**src/rtl/mips_pkg.sv**
```systemverilog
`default_nettype none
// ============================================================================
//  Module      : mips_pkg
//  Description : Shared opcodes, control-field layout and main-control decode
//                for the MIPS ID stage.
//  Revision    : 1.0
// ============================================================================
package mips_pkg;

    localparam logic [5:0] OP_RTYPE = 6'h00;
    localparam logic [5:0] OP_LW    = 6'h23;
    localparam logic [5:0] OP_SW    = 6'h2B;
    localparam logic [5:0] OP_BEQ   = 6'h04;
    localparam logic [5:0] OP_ADDI  = 6'h08;

    localparam int CTLWB_W      = 2;
    localparam int CTLM_W       = 3;
    localparam int CTLEX_W      = 4;
    localparam int CTLM_MEMREAD = 1;

    localparam logic [1:0] ALUOP_ADD   = 2'b00;
    localparam logic [1:0] ALUOP_SUB   = 2'b01;
    localparam logic [1:0] ALUOP_RTYPE = 2'b10;

    // wb = {RegWrite, MemtoReg}, m = {Branch, MemRead, MemWrite},
    // ex = {RegDst, ALUOp[1:0], ALUSrc}
    typedef struct packed {
        logic [CTLWB_W-1:0] wb;
        logic [CTLM_W-1:0]  m;
        logic [CTLEX_W-1:0] ex;
    } ctl_t;

    function automatic ctl_t decode_op(input logic [5:0] op);
        ctl_t c;
        c = '0;
        case (op)
            OP_RTYPE: begin
                c.wb = 2'b10;
                c.ex = {1'b1, ALUOP_RTYPE, 1'b0};
            end
            OP_LW: begin
                c.wb = 2'b11;
                c.m  = 3'b010;
                c.ex = {1'b0, ALUOP_ADD, 1'b1};
            end
            OP_SW: begin
                c.m  = 3'b001;
                c.ex = {1'b0, ALUOP_ADD, 1'b1};
            end
            OP_BEQ: begin
                c.m  = 3'b100;
                c.ex = {1'b0, ALUOP_SUB, 1'b0};
            end
            OP_ADDI: begin
                c.wb = 2'b10;
                c.ex = {1'b0, ALUOP_ADD, 1'b1};
            end
            default: c = '0;
        endcase
        return c;
    endfunction

endpackage
`default_nettype wire

```
**src/rtl/idecode_hz_regfile.sv**
```systemverilog
`default_nettype none
// ============================================================================
//  Module      : regfile
//  Description : Two-read / one-write register file, $0 hardwired to zero,
//                with write-through bypass from the write port.
//  Revision    : 1.0
// ============================================================================
module regfile #(
    parameter int DATA_W = 32,
    parameter int NREG   = 32,
    parameter int REG_AW = 5
) (
    input  logic              clk,
    input  logic              rst,
    input  logic [REG_AW-1:0] rs_idx,
    input  logic [REG_AW-1:0] rt_idx,
    output logic [DATA_W-1:0] rs_data,
    output logic [DATA_W-1:0] rt_data,
    input  logic              wen,
    input  logic [REG_AW-1:0] wr_idx,
    input  logic [DATA_W-1:0] wr_data
);

    localparam logic [REG_AW:0] c_nreg = (REG_AW+1)'(NREG);

    logic [DATA_W-1:0] r_mem [NREG];
    logic [REG_AW-1:0] w_ridx [2];
    logic [DATA_W-1:0] w_rdat [2];
    logic              w_we;

    assign w_we      = wen && (wr_idx != '0) && ({1'b0, wr_idx} < c_nreg);
    assign w_ridx[0] = rs_idx;
    assign w_ridx[1] = rt_idx;
    assign rs_data   = w_rdat[0];
    assign rt_data   = w_rdat[1];

    // Out-of-range indices read zero even if the write port names them.
    always_comb begin
        for (int p = 0; p < 2; p++) begin
            w_rdat[p] = '0;
            if ((w_ridx[p] != '0) && ({1'b0, w_ridx[p]} < c_nreg)) begin
                if (w_we && (wr_idx == w_ridx[p]))
                    w_rdat[p] = wr_data;
                else
                    w_rdat[p] = r_mem[w_ridx[p]];
            end
        end
    end

    always_ff @(posedge clk or posedge rst) begin
        if (rst) begin
            for (int i = 0; i < NREG; i++)
                r_mem[i] <= '0;
        end else if (w_we) begin
            r_mem[wr_idx] <= wr_data;
        end
    end

endmodule
`default_nettype wire

```
**src/rtl/idecode_hz.sv**
```systemverilog
`default_nettype none
// ============================================================================
//  Module      : idecode_hz
//  Description : MIPS ID stage - register read, main decode, load-use hazard
//                stall, branch flush and the ID/EX pipeline register.
//  Revision    : 1.0
// ============================================================================
module idecode_hz
    import mips_pkg::*;
#(
    parameter int DATA_W = 32,
    parameter int NREG   = 32,
    parameter int REG_AW = 5
) (
    input  logic               clk,
    input  logic               rst,
    input  logic [31:0]        ID_ir,
    input  logic [DATA_W-1:0]  ID_npc,
    input  logic               WB_wen,
    input  logic [DATA_W-1:0]  WB_wdata,
    input  logic [REG_AW-1:0]  WB_rd,
    input  logic               ID_flush,
    output logic               ID_stall,
    output logic [CTLWB_W-1:0] EX_ctlwb,
    output logic [CTLM_W-1:0]  EX_ctlm,
    output logic [CTLEX_W-1:0] EX_ctlex,
    output logic [DATA_W-1:0]  EX_npc,
    output logic [DATA_W-1:0]  EX_rd1,
    output logic [DATA_W-1:0]  EX_rd2,
    output logic [DATA_W-1:0]  EX_imm,
    output logic [REG_AW-1:0]  EX_rs,
    output logic [REG_AW-1:0]  EX_rt,
    output logic [REG_AW-1:0]  EX_rd
);

    logic [REG_AW-1:0] w_rs;
    logic [REG_AW-1:0] w_rt;
    logic [REG_AW-1:0] w_rd;
    logic [DATA_W-1:0] w_rd1;
    logic [DATA_W-1:0] w_rd2;
    logic [DATA_W-1:0] w_imm;
    ctl_t              w_ctl;
    logic              w_raw_hz;
    logic              w_bubble;

    assign w_rs  = REG_AW'(ID_ir[25:21]);
    assign w_rt  = REG_AW'(ID_ir[20:16]);
    assign w_rd  = REG_AW'(ID_ir[15:11]);
    assign w_imm = {{(DATA_W-16){ID_ir[15]}}, ID_ir[15:0]};
    assign w_ctl = decode_op(ID_ir[31:26]);

    regfile #(
        .DATA_W (DATA_W),
        .NREG   (NREG),
        .REG_AW (REG_AW)
    ) u_regfile (
        .clk     (clk),
        .rst     (rst),
        .rs_idx  (w_rs),
        .rt_idx  (w_rt),
        .rs_data (w_rd1),
        .rt_data (w_rd2),
        .wen     (WB_wen),
        .wr_idx  (WB_rd),
        .wr_data (WB_wdata)
    );

    // Load in EX whose destination is read here: its data is not ready yet.
    assign w_raw_hz = EX_ctlm[CTLM_MEMREAD] && (EX_rt != '0) &&
                      ((EX_rt == w_rs) || (EX_rt == w_rt));
    assign ID_stall = w_raw_hz && !ID_flush;
    assign w_bubble = ID_flush || w_raw_hz;

    always_ff @(posedge clk or posedge rst) begin
        if (rst) begin
            EX_ctlwb <= '0;
            EX_ctlm  <= '0;
            EX_ctlex <= '0;
            EX_npc   <= '0;
            EX_rd1   <= '0;
            EX_rd2   <= '0;
            EX_imm   <= '0;
            EX_rs    <= '0;
            EX_rt    <= '0;
            EX_rd    <= '0;
        end else begin
            if (w_bubble) begin
                EX_ctlwb <= '0;
                EX_ctlm  <= '0;
                EX_ctlex <= '0;
            end else begin
                EX_ctlwb <= w_ctl.wb;
                EX_ctlm  <= w_ctl.m;
                EX_ctlex <= w_ctl.ex;
            end
            EX_npc <= ID_npc;
            EX_rd1 <= w_rd1;
            EX_rd2 <= w_rd2;
            EX_imm <= w_imm;
            EX_rs  <= w_rs;
            EX_rt  <= w_rt;
            EX_rd  <= w_rd;
        end
    end

endmodule
`default_nettype wire

```
**config.mk**
```make
export PLATFORM = sky130hd
export DESIGN_NAME = idecode_hz
export DESIGN_NICKNAME = d
export VERILOG_FILES = /design/src/rtl/mips_pkg.sv /design/src/rtl/idecode_hz_regfile.sv /design/src/rtl/idecode_hz.sv
export SDC_FILE = /design/constraint.sdc
export NUM_CORES = 2
export LEC_CHECK = 0
export ABC_AREA = 1
export CAP_MARGIN = 20
export CORE_ASPECT_RATIO = 1.1
export CORE_MARGIN = 1
export CORE_UTILIZATION = 37
export CTS_CLUSTER_SIZE = 30
export DETAILED_ROUTE_END_ITERATION = 10
export GPL_ROUTABILITY_DRIVEN = 1
export GPL_TIMING_DRIVEN = 1
export PLACE_DENSITY_LB_ADDON = 0.12
export SLEW_MARGIN = 20
export SYNTH_ARGS = -nofsm -noshare
export SYNTH_HDL_FRONTEND = slang
export SYNTH_HIERARCHICAL = 1
export SYNTH_SLANG_ARGS = --single-unit
```
**constraint.sdc**
```tcl
create_clock -name clk -period 107.2 [get_ports clk]
set_input_delay 16.08 -clock clk [delete_from_list [all_inputs] [get_ports clk]]
set_output_delay 16.08 -clock clk [all_outputs]
set_load 0.05 [all_outputs]
```
* Word-level counts from Yosys, hierarchy flattened
Index checks and enable logic that the tools add are counted.
Operators by class: $lt $le $gt $ge 4, eq/ne operators 8, multiplexer cells 19, bitwise operators 3, reductions and logical operators 17
Operators by type and width (count):
- 1024-bit bitwise mux | 1
- 32-bit binary-select mux with 5-bit select | 2
- 32-bit 2-to-1 mux | 9
- 32-bit demux with 5-bit select | 1
- 5-bit equality test | 4
- 5-bit nonzero test | 4
- 6-bit >= comparator (second input constant) | 3
- 5-bit inverter with 6-bit output | 3
- 6-bit equality test (second input constant) | 2
- 4-bit case mux with 3 select lines | 1
- 3-bit case mux with 3 select lines | 1
- 1-bit logical AND | 7
- 6-bit by 3-bit equality test with 1-bit output (second input constant) | 1
- 6-bit by 4-bit equality test with 1-bit output (second input constant) | 1
- 6-bit zero test | 1
- 6-bit by 1-bit less-than comparator with 1-bit output (second input constant) | 1
- 4-bit 2-to-1 mux | 1
- 2-bit case mux with 2 select lines | 1
- 3-bit 2-to-1 mux | 1
- 3-bit OR reduction | 1
- 1-bit logical OR | 2
- 2-bit 2-to-1 mux | 1
- 2-bit OR reduction | 1
- 1-bit zero test | 1
Storage, ports and cells: register bits after elaboration 1160, input port bits 105, output and inout port bits 153, logic and storage cells 93

* Longest topological paths before layout
depth after elaboration 6, gate-level depth with buffers 13, gate-level depth less buffers 10

* Hierarchy
Netlist, hierarchy kept.
Modules (own cells, without submodules):
- regfile | times used 1, cells each 8862, area an instance 59515.8 sq um, sequential area each 25624.6 sq um
- idecode_hz | times used 1, cells each 231, area an instance 3733.6 sq um, sequential area each 3228.1 sq um

* Least setup slack after synthesis
No wires, ideal clock.
path type input port to output port, from input port ID_ir[23], to output port ID_stall, arrival time 17.144 ns, data required time 91.120 ns, slack 73.976 ns, stages 8, buffers on the path 0, path through inv_1 > nand2_1 > nand2_1 > nor2_1 > nand3_1 > nand2_1 > nand2_2 > nor2_1
On the way: cells in the longest elaborated chain, start to end 4
Ends and longest elaborated chain:
- start, declared | line idecode_hz.sv:17 | input logic [31:0] ID_ir,
- 5-bit equality test | line idecode_hz.sv:70 | ((EX_rt == w_rs) || (EX_rt == w_rt));
- 1-bit logical OR | line idecode_hz.sv:70
- 1-bit logical AND | line idecode_hz.sv:69 | assign w_raw_hz = EX_ctlm[CTLM_MEMREAD] && (EX_rt != '0) &&
- 1-bit logical AND | line idecode_hz.sv:71 | assign ID_stall = w_raw_hz && !ID_flush;
- end, declared | line idecode_hz.sv:23 | output logic ID_stall,
No other way between the ends.

* Worst setup path in the final report
from input port ID_ir[21], to output port ID_stall
Same word-level chain as after synthesis.

==> impl.org <==
** Synthesis
- Sequential fraction of the synthesis area :: 45.6%
- Count of cell types in the netlist :: 26
- Synthesized Nets :: 9198
- Syn_area_per_cell :: 6.96 µm²
- Async S/R FF share, synth :: 100%
- Top cell type's share of synthesized area :: 45.6%
- Most common flop cell mapped by yosys :: dfrtp_1
- In this run the cell area of the synthesized design comes to 0.0632 mm².
- After synthesis the netlist holds a flip-flop and latch count of 1153.
- Top cells by area in the synthesized netlist :: dfrtp_1 (46%), nand2_1 (18%), nand3_1 (12%), o21ai_0 (8.2%), inv_1 (5.8%)
- The biggest area contributor in the post-synthesis netlist is dfrtp_1.
- Number of synthesized flops with an enable pin :: 0
- Most frequent cells after synthesis :: nand2_1 (2967), nand3_1 (1471), dfrtp_1 (1153)
- Most common cell in the synthesized netlist :: nand2_1
- During synthesis, Yosys emitted a total of 6 warnings.
- In the synthesized netlist, the number of instances is 9093.

** Clock network
- Root buf cell :: clkbuf_16
- Clock-pin slew was measured on the worst setup and hold paths at 0.05 ns.
- Clock Tree Buf Depth :: 3
- Hold buffer count at cts :: 0
- Counting every sink on the clock net gives 1153.
- Gates resized during post-CTS repair numbered 0.
- # H-tree levels :: 4
- TritonCTS clock tree :: built
- Clk Latency, worst-skew pair :: 0.81 ns
- # Post-CTS Setup Buffers :: 0
- TritonCTS created 137 clock buffers.

** Worst setup path
- Counting buffers and inverters, the worst setup path is 10 cells deep.
- The number of buffers and inverters on the critical path is 3.
- Max Fanout on Critical Path :: 99
- Critical register-to-register path startpoint :: u_regfile/r_mem[440]
- The worst register-to-register path has a depth of 8.
- Reg-to-Reg End :: EX_rd2[24]
- For this design, the slowest cell found on the critical path is clkdlybuf4s50_1.
- Cell mode on critical path :: nand2_1
- Cell breakdown of the critical path :: buf_8 > inv_1 > nand2_1 > nand2_1 > nor2_1 > nand3_1 > nand2_1 > nand2_2 > nor2_1 > clkdlybuf4s50_1
- On the worst path, the slowest cell contributes a delay of 0.80 ns.
- Data on the critical path arrives at its endpoint at 18.08 ns.
- On the critical path the largest part of the delay comes from buffers and inverters.
- The setup check on the worst reg-to-reg path leaves a slack of 105.23 ns.
- The critical path starts at ID_ir[21].
- CP Class :: input pin to output port
- STA classifies the critical path endpoint as an output port.
- Worst EP required :: 91.12 ns
- In this run the worst setup path terminates at ID_stall.
- Element type at the critical path start :: input pin

** Layout
- The finished layout holds 11.2k standard cells, fillers aside.
- The filler cells instantiated in the layout total 17.6k.
- The area growth from synthesis to layout is 13.2%.
- Of the cells placed in the final design, the portion with a size suffix greater than 1 is 5.04%.
- Total area of sequential cells :: 0.0289 mm²
- In the final design database the tool counted 8954 nets.
- Area used by multi-input combinational logic :: 0.0279 mm²
- Utilization after layout :: 42.3%

** Timing
- Final number of max-transition violations :: 0
- Setup violations remaining at the end of the flow were counted as 0.
- Setup slack on the critical path of the routed design comes to 73.04 ns.
- The clock arrives with 0.0337 ns of skew.
- Accumulated negative setup slack :: 0 ns
- Setup repair after global routing missed its margin :: false
- Based on the critical path, the design can be clocked at up to 29.3 MHz.
- Worst Tran Pin Value :: 1.20 ns
- Of the available clock period, the critical path in the final layout requires 31.9%.
- Final Hold Vio Count :: 0
- The smallest clock period supported by the final layout is computed as 34.16 ns.
- In this run the tightest slew margin relative to its limit is 20.2%.

** Pwr
- Sequential power share :: 41.7%
- Switching fraction of total power :: 32.4%
- The internal portion of the total power is 0.000900 W.
- In this run the power density over the cells is 18.6 mW/mm².
- In this run, the clock network consumes 37.0% of the power.
- Worst vdd rail ir drop :: 0.0000179 V
- For this design the total switching power over the nets is 0.000431 W.
- Static leakage :: 35.2 nW
- Of the total power, combinational logic draws 21.3%.

** Placed design
- Routability-driven placement finished with a final weighted congestion of 0.872.
- Worst slack, placed :: 73.05 ns
- Number of cells after detailed placement :: 11.0k
- Port buffering added 257 buffers.
- The HPWL after detailed placement is 147000 µm.

** Job
- Across the run, the number of max-cap violations was 0.

** Detailed routing
- For this block, the via count after detailed routing is 62.3k.
- After detailed routing, the average wire length per cell comes to 24.4 µm.
- Length of routed wiring on met1 :: 116000 µm
- Starting DRT DRC Count :: 7562
- In the routed design, unresolved DRC markers number 312.
- After detailed routing, the met3 layer carries 26200 µm of wire.
- Number of detailed-route iterations in the first pass :: 11
- The count of nets left with antenna violations once routing finished came out at 0.
- The final layout contains routed wiring with a total length of 274000 µm.
- The highest metal layer carrying signal wires in the routed design is met5.
- Using the TritonRoute via totals, the vias-per-cell ratio works out to 5.56.
- After detailed routing, the met2 layer carries 120000 µm of wire.

** Floorplan
- Die X :: 396 µm
- Row generation in the floorplan step produced 158 rows.
- Floorplan core area :: 0.169 mm²
- The initial utilization of the core area, before any placement, comes to 37.4%.
- The floorplan step defined a die boundary enclosing 0.173 mm².
- I/O pin cnt :: 258
- Vert. Die Dim :: 436 µm

** GRT
- The first global-routing pass estimated 401000 µm of wire.
- For this run the aggregate overflow at the end of global routing stands at 0.
- The number of antenna violations at the first check in global routing is 23.
- Via count of the first global-routing pass :: 58.2k
- Maximum number of pins on one net before global-route repair :: 164
- Global-route usage over all layers :: 31.3%

** Run status
- The final reports fail on design-rule violations.
- Status :: finished, violations left

** Worst hold path
- Instance count along the most critical hold path :: 0
- The min-delay analysis places its worst path in the category register to register.
## layout make-up
type | count | area share (%)
flip-flops and latches | 1153 | 40.3
diodes | 10 | 0.0350
clock buffers | 204 | 5.74
multi-input cells | 6194 | 39.0
inverters | 987 | 5.25
clock inverters | 39 | 0.806
well taps | 2240 | 3.92
repair buffers | 376 | 4.92
## power groups by stage
stage,logic (W),clock network (W),registers [W]
6_report,0.000283,0.000493,0.000555
5_1_grt,0.000320,0.000520,0.000564
4_1_cts,0.000280,0.000503,0.000553
3_5_place_dp,0.000279,0,0.000561
3_3_place_gp,0.000274,0,0.000559
2_1_floorplan,0.000187,0,0.000567
## layout by cell type (no fill, tap or decap), types with 10 or more instances in the layout
cell,Yosys,final
bufinv_16,0,13
a21oi_1,114,113
nand2_4,1,27
clkbuf_1,613,31
buf_4,23,117
inv_1,976,968
clkbuf_16,0,143
o211ai_1,213,213
o21ai_0,1041,1041
nand2_1,2967,2939
clkinv_2,0,15
nand3_1,1471,1471
diode_2,0,10
or2_2,41,41
clkbuf_8,0,30
nor2_1,242,238
clkdlybuf4s50_1,0,247
dfrtp_1,1153,1153
o21ai_1,73,73
## kinds of logic (layout without fill, tap and decap cells)
| kind of cell | after synthesis | after routing | share of synthesized area, % |
|---|---|---|---|
| AND/OR/NAND/NOR | 4744 | 4744 | 31.4 |
| other | 0 | 10 | 0 |
| XOR/XNOR | 8 | 8 | 0.111 |
| flip-flops | 1153 | 1153 | 45.6 |
| AO/OA/AOI/OAI | 1442 | 1442 | 12.3 |
| buffers and inverters | 1746 | 1606 | 10.6 |
## through the flow
| step | total power (W) | hold slack [ns] | instance area, µm² |
|---|---|---|---|
| after floorplan | 0.000754 | 0.429 | 63200 |
| after global placement | 0.000833 | 0.365 | 66900 |
| after detailed placement | 0.000840 | 0.366 | 66900 |
| after CTS | 0.00134 | 0.378 | 71500 |
| after global routing | 0.00140 | 0.385 | 71600 |
| final | 0.00133 | 0.373 | 71600 |
## how the worst min path moves through the flow
stage          slack [ns]                   from                    end
2_1_floorplan        0.43  u_regfile/r_mem[1000]  u_regfile/r_mem[1000]
3_3_place_gp         0.36  u_regfile/r_mem[1001]  u_regfile/r_mem[1001]
3_5_place_dp         0.37  u_regfile/r_mem[1004]  u_regfile/r_mem[1004]
4_1_cts              0.38  u_regfile/r_mem[1006]  u_regfile/r_mem[1006]
5_1_grt              0.38  u_regfile/r_mem[1019]  u_regfile/r_mem[1019]
6_report             0.37   u_regfile/r_mem[994]   u_regfile/r_mem[994]
## state kept, by name, indices dropped and copies added, names as in the netlist
register         flops
EX_ctlwb             1
EX_rt                5
EX_rd                4
EX_imm              12
EX_ctlex             3
EX_rd2              32
EX_rs                5
EX_rd1              32
EX_ctlm              3
EX_npc              32
u_regfile/r_mem   1024
## per-layer routing
metal / vias to the layer above / track usage, %
met4: 8 / 12.3
met1: 30100 / 42.8
met5: - / 0
met2: 3199 / 48.6
met3: 589 / 5.99
li1: 28500 / -
Note: power is estimated with default switching activity, not from simulation.
